===== src/rtl/token_decoder.sv =====
// Token decoder: walks a list of token IDs and copies each zero-terminated
// vocab entry into the output RAM. Token/vocab RAMs have a 1-cycle registered read.
module token_decoder #(
  parameter int ADDR_WIDTH = 4,
  parameter int DATA_WIDTH = 8
) (
  input  logic                  clk,
  input  logic                  rst,
  input  logic                  cs,
  input  logic [ADDR_WIDTH:0]   n_tokens,
  output logic [ADDR_WIDTH-1:0] tok_addr,
  input  logic [ADDR_WIDTH-1:0] tok_data,
  output logic [ADDR_WIDTH-1:0] voc_addr,
  input  logic [DATA_WIDTH-1:0] voc_data,
  output logic                  out_we,
  output logic [ADDR_WIDTH-1:0] out_addr,
  output logic [DATA_WIDTH-1:0] out_data,
  output logic [ADDR_WIDTH:0]   out_count,
  output logic                  done,
  output logic                  overflow
);

  localparam logic [ADDR_WIDTH-1:0] ADDR_MAX = '1;

  typedef enum logic [2:0] {
    S_IDLE,
    S_FETCH_TOK,
    S_LATCH_TOK,
    S_FETCH_CH,
    S_CHECK,
    S_DONE
  } state_e;

  state_e                state_q, state_d;
  logic [ADDR_WIDTH:0]   n_q, n_d;
  logic [ADDR_WIDTH:0]   at_q, at_d;
  logic [ADDR_WIDTH-1:0] ptr_q, ptr_d;
  logic [ADDR_WIDTH-1:0] aw_q, aw_d;
  logic [ADDR_WIDTH-1:0] tok_addr_q, tok_addr_d;
  logic [ADDR_WIDTH-1:0] voc_addr_q, voc_addr_d;
  logic                  out_we_q, out_we_d;
  logic [ADDR_WIDTH-1:0] out_addr_q, out_addr_d;
  logic [DATA_WIDTH-1:0] out_data_q, out_data_d;
  logic [ADDR_WIDTH:0]   out_count_q, out_count_d;
  logic                  done_q, done_d;
  logic                  overflow_q, overflow_d;

  logic [ADDR_WIDTH:0]   at_inc;
  logic [ADDR_WIDTH-1:0] ptr_inc;
  logic                  end_entry;

  assign at_inc  = at_q + 1'b1;
  assign ptr_inc = ptr_q + 1'b1;

  // Addresses are registered on entry to the fetch states so that the RAM
  // data is valid in the state that follows (LATCH_TOK / CHECK).
  always_comb begin
    // NOTE: every signal assigned here gets a default first, so no path can
    // leave it unassigned and infer a latch.
    state_d     = state_q;
    n_d         = n_q;
    at_d        = at_q;
    ptr_d       = ptr_q;
    aw_d        = aw_q;
    tok_addr_d  = tok_addr_q;
    voc_addr_d  = voc_addr_q;
    out_we_d    = 1'b0;
    out_addr_d  = out_addr_q;
    out_data_d  = out_data_q;
    out_count_d = out_count_q;
    done_d      = done_q;
    overflow_d  = overflow_q;
    end_entry   = 1'b0;

    unique case (state_q)
      S_IDLE: begin
        if (cs) begin
          n_d         = n_tokens;
          at_d        = '0;
          aw_d        = '0;
          out_count_d = '0;
          overflow_d  = 1'b0;
          if (n_tokens == '0) begin
            state_d = S_DONE;
            done_d  = 1'b1;
          end else begin
            state_d    = S_FETCH_TOK;
            tok_addr_d = '0;
          end
        end
      end

      S_FETCH_TOK: state_d = S_LATCH_TOK;

      S_LATCH_TOK: begin
        ptr_d      = tok_data;
        voc_addr_d = tok_data;
        state_d    = S_FETCH_CH;
      end

      S_FETCH_CH: state_d = S_CHECK;

      S_CHECK: begin
        if (voc_data == '0) begin
          end_entry = 1'b1;
        end else begin
          out_we_d    = 1'b1;
          out_addr_d  = aw_q;
          out_data_d  = voc_data;
          aw_d        = aw_q + 1'b1;
          out_count_d = out_count_q + 1'b1;
          if (aw_q == ADDR_MAX) begin
            overflow_d = 1'b1;
            done_d     = 1'b1;
            state_d    = S_DONE;
          end else if (ptr_q == ADDR_MAX) begin
            // The last vocab address acts as an implicit terminator.
            end_entry = 1'b1;
          end else begin
            ptr_d      = ptr_inc;
            voc_addr_d = ptr_inc;
            state_d    = S_FETCH_CH;
          end
        end
      end

      S_DONE: begin
        if (!cs) begin
          done_d  = 1'b0;
          state_d = S_IDLE;
        end
      end

      default: state_d = S_IDLE;
    endcase

    if (end_entry) begin
      at_d = at_inc;
      if (at_inc == n_q) begin
        done_d  = 1'b1;
        state_d = S_DONE;
      end else begin
        tok_addr_d = at_inc[ADDR_WIDTH-1:0];
        state_d    = S_FETCH_TOK;
      end
    end
  end

  always_ff @(posedge clk) begin
    // NOTE: reset is synchronous, so it is just the highest-priority branch
    // of the clocked block; state uses non-blocking assignments throughout.
    if (rst) begin
      state_q     <= S_IDLE;
      n_q         <= '0;
      at_q        <= '0;
      ptr_q       <= '0;
      aw_q        <= '0;
      tok_addr_q  <= '0;
      voc_addr_q  <= '0;
      out_we_q    <= 1'b0;
      out_addr_q  <= '0;
      out_data_q  <= '0;
      out_count_q <= '0;
      done_q      <= 1'b0;
      overflow_q  <= 1'b0;
    end else begin
      state_q     <= state_d;
      n_q         <= n_d;
      at_q        <= at_d;
      ptr_q       <= ptr_d;
      aw_q        <= aw_d;
      tok_addr_q  <= tok_addr_d;
      voc_addr_q  <= voc_addr_d;
      out_we_q    <= out_we_d;
      out_addr_q  <= out_addr_d;
      out_data_q  <= out_data_d;
      out_count_q <= out_count_d;
      done_q      <= done_d;
      overflow_q  <= overflow_d;
    end
  end

  assign tok_addr  = tok_addr_q;
  assign voc_addr  = voc_addr_q;
  assign out_we    = out_we_q;
  assign out_addr  = out_addr_q;
  assign out_data  = out_data_q;
  assign out_count = out_count_q;
  assign done      = done_q;
  assign overflow  = overflow_q;

endmodule


===== config.mk =====
export PLATFORM = sky130hd
export DESIGN_NAME = token_decoder
export DESIGN_NICKNAME = d
export VERILOG_FILES = /design/src/rtl/token_decoder.sv
export SDC_FILE = /design/constraint.sdc
export NUM_CORES = 1
export LEC_CHECK = 0
export ABC_AREA = 1
export ABC_CLOCK_PERIOD_IN_PS = 1690
export BUFFER_PORTS_ARGS = -buffer_cell sky130_fd_sc_hd__buf_2
export CORE_MARGIN = 1
export CORE_UTILIZATION = 40
export CTS_CLUSTER_SIZE = 28
export DETAILED_ROUTE_END_ITERATION = 6
export SLEW_MARGIN = 30
export SYNTH_ARGS = -nofsm -noshare
export SYNTH_HDL_FRONTEND = slang
export SYNTH_SLANG_ARGS = --single-unit

===== constraint.sdc =====
create_clock -name clk -period 1.69 [get_ports clk]
set_input_delay 0.0845 -clock clk [delete_from_list [all_inputs] [get_ports clk]]
set_output_delay 0.0845 -clock clk [all_outputs]
set_load 0.01 [all_outputs]

Word level (Yosys, flattened, before mapping)
Index checks and enable logic that the tools add are counted.
- register bits after elaboration: 45
- logic and storage cells: 93
- equal/unequal tests: 17
- muxes and demuxes: 43
- bitwise logic cells: 2
- $add $sub $neg: 4
- reductions and logical operators: 15
- operators with widths (cell ; count):
    4-bit 2-to-1 mux ; 10
    3-bit 2-to-1 mux ; 8
    5-bit 2-to-1 mux ; 4
    3-bit one-hot mux with 6 select lines ; 1
    4-bit one-hot mux with 2 select lines ; 2
    1-bit 2-to-1 mux ; 15
    4-bit AND reduction ; 3
    5-bit by 1-bit adder with 5-bit output (second input constant) ; 2
    2-bit != test (second input constant) ; 5
    5-bit one-hot mux with 2 select lines ; 1
    3-bit != test (second input constant) ; 3
    4-bit by 1-bit adder with 4-bit output (second input constant) ; 2
    4-bit == test (second input constant) ; 2
    8-bit logical NOT ; 1
    2-bit nonzero test ; 4
    3-bit by 2-bit == test with 1-bit output (second input constant) ; 2
    3-bit == test (second input constant) ; 2
    2-bit AND reduction ; 3
    5-bit == test ; 1
    5-bit logical NOT ; 1
    4-bit != test (second input constant) ; 1
    3-bit by 1-bit == test with 1-bit output (second input constant) ; 1
    3-bit logical NOT ; 1
    1-bit one-hot mux with 3 select lines ; 1
    other kinds (4) ; 5

Logic depth before layout (Yosys ltp)
Gate-level depths: netlist (run 1).
- word-level depth: 7
- depth in mapped cells: 12
- gate-level depth less buffers: 12

Worst setup path before layout (run 1)
Ideal clock, no wire load.
- path kind: register to register
- from: register at_q[0]
- to: register tok_addr_q[2] (netlist: tok_addr[2])
- stages on the path, launching flop included: 13
- arrival: 1462 ps
- setup slack: 115 ps
- path buffers: 0
- setup time: 113 ps
- required time: 1577 ps
- path through: dfxtp_1 > ha_1 > inv_1 > nand2_1 > nand2_1 > nor2_1 > nand3_1 > nor2_2 > nand3_2 > nand2_2 > nand2_1 > nand2_1 > nor2_1
- cells in the longest elaborated chain, start to end: 4
- ends and longest elaborated chain (what ; RTL line ; text):
    start, declared ; 36 ; logic [ADDR_WIDTH:0] at_q, at_d;
    start signal, assigned ; 169 ; at_q <= at_d;
    5-bit by 1-bit adder with 5-bit output (*) ; 52 ; assign at_inc = at_q + 1'b1;
    5-bit == test ; 139 ; if (at_inc == n_q) begin
    4-bit 2-to-1 mux (*) ; 139 ;
    4-bit 2-to-1 mux (*) ; 137 ; if (end_entry) begin
    end signal, assigned ; 172 ; tok_addr_q <= tok_addr_d;
    end, declared ; 39 ; logic [ADDR_WIDTH-1:0] tok_addr_q, tok_addr_d;
Mark *: on every way between the ends. The rest lies on a longest branch, timed or not.
A chain may end at the register's enable or synchronous reset.

Final worst setup path (run 1)
- from: register at_q[1]
- to: register tok_addr_q[2] (netlist: tok_addr[2])
Same word-level chain as after synthesis.

==> results.py, run 1 <==
metrics = {
    "global_route": {
        "grt_pass1_vias": 1997,
        "use_met1_pct": 24.0,
        "use_met2_pct": 31.6,
        "grtUsageMet3_pct": 3.69,
        "grt_max_degree": 17,
        "busiest_layer": "met2",
        "grt_pass1_wl_um": 8930,
        "antenna_found_initial": 0,
        "grt-ovfl-total": 0,
        "grt_use_total_pct": 18.7,
    },
    "layout": {
        "diodes": 0,
        "num-nets-final": 390,
        "syn_to_final_growth_pct": 22.2,
        "drive_gt1_share_pct": 27.2,
    },
    "timing": {
        "final_max_slew_viol_count": 0,
        "finalHoldViolCount": 0,
        "setup_slack_ns": 0.0933,
        "setup_viol": 0,
        "worstMarginPinSlew_ns": 0.298,
        "finalCritPeriodShare_pct": 94.5,
        "fmax_ghz": 0.626,
        "setup_tns_ns": 0,
        "rsz0062_at_grt": "yes",
        "fin_worst_skew_ns": 0.00934,
        "period_needed_ns": 1.60,
        "slew_headroom_pct": 80.0,
    },
    "drt": {
        "drt-initial-drc-count": 71,
        "ant_nets": 0,
        "wl_um": 5020,
        "wl_per_cell_um": 11.5,
        "drt_pass1_iterations": 4,
        "drc": 0,
        "drt-vias-per-instance": 4.79,
        "route.vias.total": 2093,
    },
    "place": {
        "gp_congestion": 0.803,
        "pre_cts_ws_ns": 0.0480,
        "io_buffer_count": 47,
        "hpwlAfterDp_um": 3800,
    },
    "flow_run": {
        "max_cap_viol_count": 0,
    },
    "yosys": {
        "syn_nets": 332,
        "postSynthCellCount": 308,
        "yosysWarnings": 0,
        "synth.distinct_cells": 37,
        "async_reset_ff_share_pct": 0,
        "synth_area_um2": 2250,
        "ys_seq_area_share_pct": 40.1,
        "synth.largest_area_cell": "dfxtp_1",
        "synth_seq_cells": 45,
        "yosysTopAreaCellShare_pct": 40.1,
        "syn_area_per_cell_um2": 7.30,
        "ys.flop_type": "dfxtp_1",
        "synth_edf_count": 0,
        "synthTopCellsByArea": "dfxtp_1 40%, nand2_1 10%, nor2_1 7.7%, o21ai_0 5.3%, inv_1 5.0%",
    },
    "run_status": {
        "status": "finished, final reports clean",
    },
    "floorplanning": {
        "placementRows": 26,
        "ios": 48,
        "coreArea_um2": 5270,
        "die_x_um": 77.0,
        "die_h_um": 77.0,
        "initial_core_util_pct": 42.6,
        "dieArea_um2": 5920,
    },
    "power": {
        "leakagePower_nw": 1.26,
        "clockPowerShare_pct": 32.4,
        "p_int_mw": 1.59,
        "p_seq_share_pct": 50.6,
        "irDropWorstVdd_uv": 471,
        "switching_power_mw": 0.662,
        "power_density_nw_per_um2": 822,
        "p_sw_share_pct": 29.3,
        "pwr-share-comb_pct": 17.0,
    },
    "clock_network": {
        "clk_latency_ns": 0.30,
        "cts.sinks": 45,
        "cts_tree": "yes",
        "cts_buffer_depth": 2,
        "clkTransAtPathRegs_ns": 0.09,
        "root_buffer": "clkbuf_8",
        "ctsHtreeMaxLevel": 2,
        "cts_hold_buf": 0,
        "cts_buffers": 5,
    },
    "worst_setup_path": {
        "critPathRequiredTime_ns": 1.89,
        "path_max_fanout": 7,
        "r2r_slack_ns": 0.09,
        "worstPathArrival_ns": 1.80,
        "critical_path_class": "register to register",
        "rr_worst_depth": 12,
        "start_kind": "register",
        "cp-end-kind": "register",
    },
    "worst_hold_path": {
        "holdPathStages": 3,
        "min_path_type": "input port to register",
    },
}
-- cell type report --
class                   instances  area (um2)
fillers                       542        2520
multi-input cells             222        1200
flip-flops and latches         45         906
repair buffers                 59         325
inverters                      33         129
well taps                      70        87.6
clock buffers                   6        82.6
clock inverters                 2        17.5
-- path summary, 6_finish.rpt --
path | startpoint | to
setup / recovery | at_q[1] | tok_addr[2]
hold / removal | voc_data[7] | out_data[7]
setup reg to reg | at_q[1] | tok_addr[2]
hold reg to reg | out_count[3] | out_count[3]
-- sequential cells by signal, indices dropped and copies added (netlist names) --
name / count
out_data: 8
n_q: 5
tok_addr: 4
done: 1
aw_q: 4
out_addr: 4
out_we: 1
voc_addr: 4
out_count: 5
overflow: 1
state_q: 3
at_q: 5
-- repair_timing --
action | in CTS | in global routing
setup endpoints to repair | 0 | 10
resized for setup | 0 | 9
setup buffers | 0 | 1
-- per-stage QoR --
| stage | hold WS [ns] | area (um2) | utilization (%) | power [mW] | cells |
|---|---|---|---|---|---|
| 3_3_place_gp | 0.323 | 2610 | 49.4 | 1.54 | 428 |
| 5_1_grt | 0.0252 | 2750 | 52.1 | 2.37 | 437 |
| 4_1_cts | 0.0122 | 2710 | 51.3 | 2.27 | 436 |
| 3_5_place_dp | 0.330 | 2610 | 49.4 | 1.54 | 428 |
| 6_report | 0.0204 | 2750 | 52.1 | 2.26 | 437 |
| 2_1_floorplan | 0.219 | 2250 | - | 1.41 | 308 |
-- Yosys cell counts, types with 3 or more instances --
cell,n
nand2_1,62
nor2_1,46
dfxtp_1,45
inv_1,30
o21ai_0,24
a21oi_1,21
nand3_1,14
o21ai_1,5
clkbuf_1,4
ha_1,4
nand2_2,4
nand2_4,4
nor2_2,4
nor2_4,4
nor3_1,4
a21boi_1,3
a22oi_1,3
nand4_1,3
-- worst max-delay path, stage by stage (launching register included) --
cell and delay, ns:
dfxtp_4 0.36, ha_4 0.27, inv_2 0.03, nand2_1 0.05
nand2_1 0.04, nor2_1 0.09, nand3_1 0.10, nor2_2 0.18
nand3_4 0.13, nand2_2 0.10, nand2_1 0.05, nand2_1 0.05
nor2_1 0.04
-- cell usage in the layout, fill, tap and decap left out, types with 3 or more instances in the layout --
master    synthesis  routed
nand2_2           4       5
inv_2             2       3
nand2_4           4       4
a21boi_1          3       3
a22oi_1           3       3
nand3_1          14      14
ha_1              4       3
nand2_1          62      61
buf_4             1      12
dfxtp_1          45      43
o21ai_0          24      24
nor2_2            4       3
o21ai_1           5       5
nor3_1            4       4
clkbuf_8          0       6
inv_1            30      29
nand4_1           3       3
nor2_4            4       5
a21oi_1          21      21
buf_2             2      47
nor2_1           46      46
-- power by group through the flow --
stage | Combinational, mW | Sequential (mW) | Clock [mW]
after floorplan | 0.238 | 1.17 | 0
after global placement | 0.374 | 1.17 | 0
after detailed placement | 0.378 | 1.17 | 0
after CTS | 0.380 | 1.14 | 0.751
after global routing | 0.435 | 1.15 | 0.787
final | 0.384 | 1.14 | 0.730
-- cell families (layout without fill, tap and decap cells) --
kind of cell	after synthesis	count (layout)	share of synthesized area (%)
and+or+nand+nor	154	154	33.8
xor gates and xnor gates	1	1	0.390
buffers and inverters	41	100	7.85
DFF	45	45	40.1
adders and majority gates	4	4	2.23
AOI/OAI and AO/OA	63	63	15.6
-- routing by layer --
| layer | part of all wire [%] | vias up |
|---|---|---|
| met5 | 0 | - |
| met4 | 1.1 | 0 |
| met3 | 3.8 | 7 |
| met2 | 46 | 39 |
| met1 | 49 | 929 |
| li1 | - | 1118 |
Note: power is estimated with default switching activity, not from simulation.
==> run 2, diff against run 1 <==
Settings changed: CTS_CLUSTER_SIZE 28 to 14, SETUP_SLACK_MARGIN set to 0.3.
==> results.py, run 2 (same netlist as run 1, synthesis figures left out) <==
metrics = {
    "run_status": {
        "status": "finished, final reports clean",
    },
    "timing": {
        "rsz0062_at_grt": "yes",
        "fin_worst_skew_ns": 0.00638,
        "worstMarginPinSlew_ns": 0.274,
        "setup_viol": 0,
        "setup_slack_ns": 0.120,
        "period_needed_ns": 1.57,
        "fmax_ghz": 0.637,
        "finalHoldViolCount": 0,
        "slew_headroom_pct": 81.7,
        "setup_tns_ns": 0,
        "final_max_slew_viol_count": 0,
        "finalCritPeriodShare_pct": 92.9,
        "whs_ns": 0.0239,
    },
    "power": {
        "pwr-share-comb_pct": 19.4,
        "leakagePower_nw": 1.43,
        "p_int_mw": 1.75,
        "irDropWorstVdd_uv": 465,
        "p_sw_share_pct": 27.8,
        "clockPowerShare_pct": 33.1,
        "p_seq_share_pct": 47.4,
        "switching_power_mw": 0.674,
        "power_mw": 2.42,
        "power_density_nw_per_um2": 767,
    },
    "flow_run": {
        "max_cap_viol_count": 0,
    },
    "clock_network": {
        "clkTransAtPathRegs_ns": 0.09,
        "cts_tree": "yes",
        "cts.sinks": 45,
        "cts_buffers": 5,
        "clk_latency_ns": 0.29,
        "root_buffer": "clkbuf_8",
        "cts_hold_buf": 0,
        "ctsHtreeMaxLevel": 2,
        "cts_buffer_depth": 2,
    },
    "layout": {
        "drive_gt1_share_pct": 39.5,
        "diodes": 0,
        "regArea_um2": 917,
        "stdcell_count": 460,
        "largest_reg_flops": 8,
        "final_cell_area_um2": 3160,
        "layout_commonest_cell": "nand2_1",
        "syn_to_final_growth_pct": 40.5,
        "multi_input_area_um2": 1360,
        "utilization_pct": 59.9,
        "layout_common_cells": "56 x nand2_1, 47 x buf_2, 41 x nor2_1",
        "num-nets-final": 413,
        "nFillCells": 485,
    },
    "global_route": {
        "busiest_layer": "met2",
        "grt_pass1_vias": 2063,
        "grtUsageMet3_pct": 4.76,
        "antenna_found_initial": 0,
        "grt_max_degree": 17,
        "grt_use_total_pct": 19.4,
        "grt-ovfl-total": 0,
        "grt_pass1_wl_um": 9260,
        "use_met1_pct": 23.5,
        "use_met2_pct": 32.8,
    },
    "drt": {
        "drt_pass1_iterations": 4,
        "wl_um": 5660,
        "wl_per_cell_um": 12.3,
        "ant_nets": 0,
        "drt-vias-per-instance": 4.97,
        "drc": 0,
        "drt-initial-drc-count": 89,
        "route.vias.total": 2284,
    },
    "worst_hold_path": {
        "hold_path.startpoint": "voc_data[0]",
        "min_path_type": "input port to register",
    },
    "worst_setup_path": {
        "critical_path_class": "register to register",
        "rr_worst_depth": 12,
        "endpoint": "tok_addr[2]",
        "r2r_start": "at_q[0]",
        "r2r_slack_ns": 0.12,
        "startpoint": "at_q[0]",
        "cp-end-kind": "register",
        "critPathRequiredTime_ns": 1.89,
        "r2r_end": "tok_addr[2]",
        "path_max_fanout": 7,
        "worstPathArrival_ns": 1.77,
        "start_kind": "register",
    },
    "place": {
        "io_buffer_count": 47,
        "hpwlAfterDp_um": 3760,
        "gp_congestion": 0.824,
        "dpl_cell_area_um2": 2620,
        "dp.cells": 426,
        "pre_cts_ws_ns": 0.0621,
    },
    "floorplanning": {
        "die_h_um": 77.0,
        "die_x_um": 77.0,
        "ios": 48,
        "initial_core_util_pct": 42.6,
        "coreArea_um2": 5270,
        "placementRows": 26,
        "dieArea_um2": 5920,
    },
}
==> run 2: changes by cell type in the layout (fill, tap and decap cells not counted), moves of 3 or more <==
cell	change
a21oi_2	+3
o21ai_0	-5
a21oi_1	-3
nor2_1	-5
nand2_1	-5
o21ai_2	+3
nor2_4	+4
buf_4	+18
dfxtp_1	-7
nand3_1	-3
dfxtp_2	+6
==> run 2: worst min-delay path by stage <==
stage	end	slack (ns)	depth (start not counted)
2_1_floorplan	n_q[3]	0.22	2
3_3_place_gp	out_data[0]	0.33	3
3_5_place_dp	out_data[7]	0.34	3
4_1_cts	out_data[0]	0.02	3
5_1_grt	out_data[0]	0.04	3
6_report	out_data[0]	0.02	3
==> run 2: power by group through the flow <==
stage,combinational [mW],clock [mW],sequential (mW)
2_1_floorplan,0.240,0,1.17
3_3_place_gp,0.357,0,1.17
3_5_place_dp,0.361,0,1.17
4_1_cts,0.410,0.817,1.14
5_1_grt,0.515,0.874,1.16
6_report,0.470,0.802,1.15
==> run 2: what timing repair did <==
action / in CTS / in global routing
setup buffers: 13 / 12
resized for setup: 20 / 40
gates cloned: 1 / 0
setup endpoints to repair: 21 / 28
pin swaps: 16 / 20
==> run 2: metal layers <==
metal,vias to the layer above,wire length [um]
met1,1065,2550
met4,0,94
met3,12,227
li1,1158,-
met2,49,2790
met5,-,0
==> run 2: worst max-delay path, stage by stage (launching register included) <==
cell and delay, ns:
dfxtp_4 0.36, ha_4 0.27, inv_2 0.03, nand2_1 0.05, nand2_1 0.05, nor2_1 0.09, nand3_1 0.12, nor2_4 0.13
nand3_4 0.13, nand2_2 0.10, nand2_1 0.05, nand2_1 0.05, nor2_1 0.03
==> run 2: final cells by class <==
cell class	instances	area share, %
clock buffers	6	2.30
clock inverters	2	1.11
inverters	33	4.40
multi-input cells	222	43.1
flip-flops and latches	45	29.1
well taps	70	2.77
repair buffers	82	17.3
==> run 3, diff against run 2 <==
Settings changed: PLACE_DENSITY set to 0.72.
==> results.py, run 3 (same netlist as run 1, synthesis figures left out) <==
metrics = {
    "worst_setup_path": {
        "path_max_fanout": 3,
        "cp-end-kind": "register",
        "cp_slowest_cell": "dfxtp_4",
        "crit_top_cell": "buf_4",
        "crit_chain": "ha_4 -> inv_2 -> nand2_2 -> nand2_1 -> nor2_1 -> nand3_1 -> nor2_4 -> buf_4 -> buf_4 -> nand4_4 -> a21oi_2",
        "worstPathArrival_ns": 1.86,
        "critical_path_class": "register to register",
        "cpPeakStageDelay_ns": 0.36,
        "critPathRequiredTime_ns": 1.92,
        "start_kind": "register",
    },
    "drt": {
        "ant_nets": 0,
        "drt-initial-drc-count": 83,
        "wl_per_cell_um": 12.1,
        "drt_pass1_iterations": 4,
        "drc": 0,
        "drt-vias-per-instance": 4.89,
        "wl_um": 5390,
        "route.vias.total": 2172,
    },
    "power": {
        "power_density_nw_per_um2": 779,
        "p_seq_share_pct": 50.8,
        "p_sw_share_pct": 29.3,
        "p_int_mw": 1.60,
        "power_mw": 2.27,
        "switching_power_mw": 0.666,
        "clockPowerShare_pct": 31.5,
        "irDropWorstVdd_uv": 471,
        "leakagePower_nw": 1.33,
        "pwr-share-comb_pct": 17.7,
    },
    "timing": {
        "whs_ns": 0.0132,
        "finalHoldViolCount": 0,
        "fmax_ghz": 0.615,
        "setup_slack_ns": 0.0633,
        "worstMarginPinSlew_ns": 0.269,
        "finalCritPeriodShare_pct": 96.3,
        "fin_worst_skew_ns": 0.0139,
        "rsz0062_at_grt": "yes",
        "setup_viol": 0,
        "slew_headroom_pct": 82.0,
        "period_needed_ns": 1.63,
        "setup_tns_ns": 0,
        "final_max_slew_viol_count": 0,
    },
    "clock_network": {
        "ctsHtreeMaxLevel": 2,
        "cts_buffers": 5,
        "clk_latency_ns": 0.30,
        "root_buffer": "clkbuf_8",
        "cts.sinks": 45,
        "clkTransAtPathRegs_ns": 0.09,
        "cts_tree": "yes",
        "cts_hold_buf": 0,
        "cts_buffer_depth": 2,
    },
    "layout": {
        "diodes": 0,
        "syn_to_final_growth_pct": 29.6,
        "utilization_pct": 55.3,
        "layout_commonest_cell": "nand2_1",
        "largest_reg_flops": 8,
        "layout_common_cells": "56 x nand2_1, 47 x buf_2, 44 x nor2_1",
        "multi_input_area_um2": 1290,
        "drive_gt1_share_pct": 34.2,
        "final_cell_area_um2": 2910,
        "stdcell_count": 444,
        "nFillCells": 519,
        "regArea_um2": 915,
        "num-nets-final": 397,
    },
    "global_route": {
        "grt-ovfl-total": 0,
        "grt_pass1_wl_um": 8870,
        "grt_pass1_vias": 2041,
        "grt_use_total_pct": 18.6,
        "grt_max_degree": 17,
        "antenna_found_initial": 0,
    },
    "floorplanning": {
        "dieArea_um2": 5920,
        "die_h_um": 77.0,
        "coreArea_um2": 5270,
        "placementRows": 26,
        "die_x_um": 77.0,
        "initial_core_util_pct": 42.6,
        "ios": 48,
    },
    "worst_hold_path": {
        "min_path_type": "input port to register",
    },
    "flow_run": {
        "max_cap_viol_count": 0,
    },
    "place": {
        "dp.cells": 425,
        "io_buffer_count": 47,
        "pre_cts_ws_ns": 0.0480,
        "gp_congestion": 0.845,
        "hpwlAfterDp_um": 3780,
        "dpl_cell_area_um2": 2620,
    },
    "run_status": {
        "status": "finished, final reports clean",
    },
}
==> run 3: cell type report <==
class / count / area share [%]
inverter: 33 / 4.42
tap: 70 / 3.01
multi-input combinational: 222 / 44.3
clock buffer: 6 / 2.84
clock inverter: 2 / 0.473
sequential: 45 / 31.4
timing repair buffer: 66 / 13.5
==> run 3: layer usage <==
metal	GRT usage (%)	wire length, um	up-vias
met2	32.6	2610	53
met1	21.1	2450	984
li1	-	-	1126
met4	7.50	88	0
met5	0	0	-
met3	5.24	249	9
==> run 3: path summary, 6_finish.rpt <==
path                    start     endpoint  slack, ns  cells past startpoint
setup / recovery      at_q[0]         done       0.06                     11
hold / removal    voc_data[7]  out_data[7]       0.01                      3
setup reg to reg      at_q[0]         done       0.06                     11
hold reg to reg   voc_addr[1]  voc_addr[1]       0.47                      2
==> run 3: power by group through the flow <==
| stage | logic, mW | clock network [mW] | registers, mW |
|---|---|---|---|
| CTS | 0.382 | 0.734 | 1.15 |
| detailed placement | 0.356 | 0 | 1.17 |
| global placement | 0.350 | 0 | 1.17 |
| floorplan | 0.240 | 0 | 1.17 |
| finish | 0.401 | 0.716 | 1.15 |
| global route | 0.447 | 0.784 | 1.16 |
==> run 3: what timing repair did <==
item,CTS,global route
endpoints found under the hold margin,0,0
setup buffers,9,2
gates resized for setup,16,16
pin swaps,16,7
endpoints found under the setup margin,23,30
==> run 3: worst max-delay path, delay by kind of cell (launching register included) <==
kind                       cells  cell delay (ns)
AOI/OAI and AO/OA              1             0.13
adders and majority gates      1             0.27
buffers and inverters          3             0.26
DFF                            1             0.36
and+or+nand+nor                6             0.52
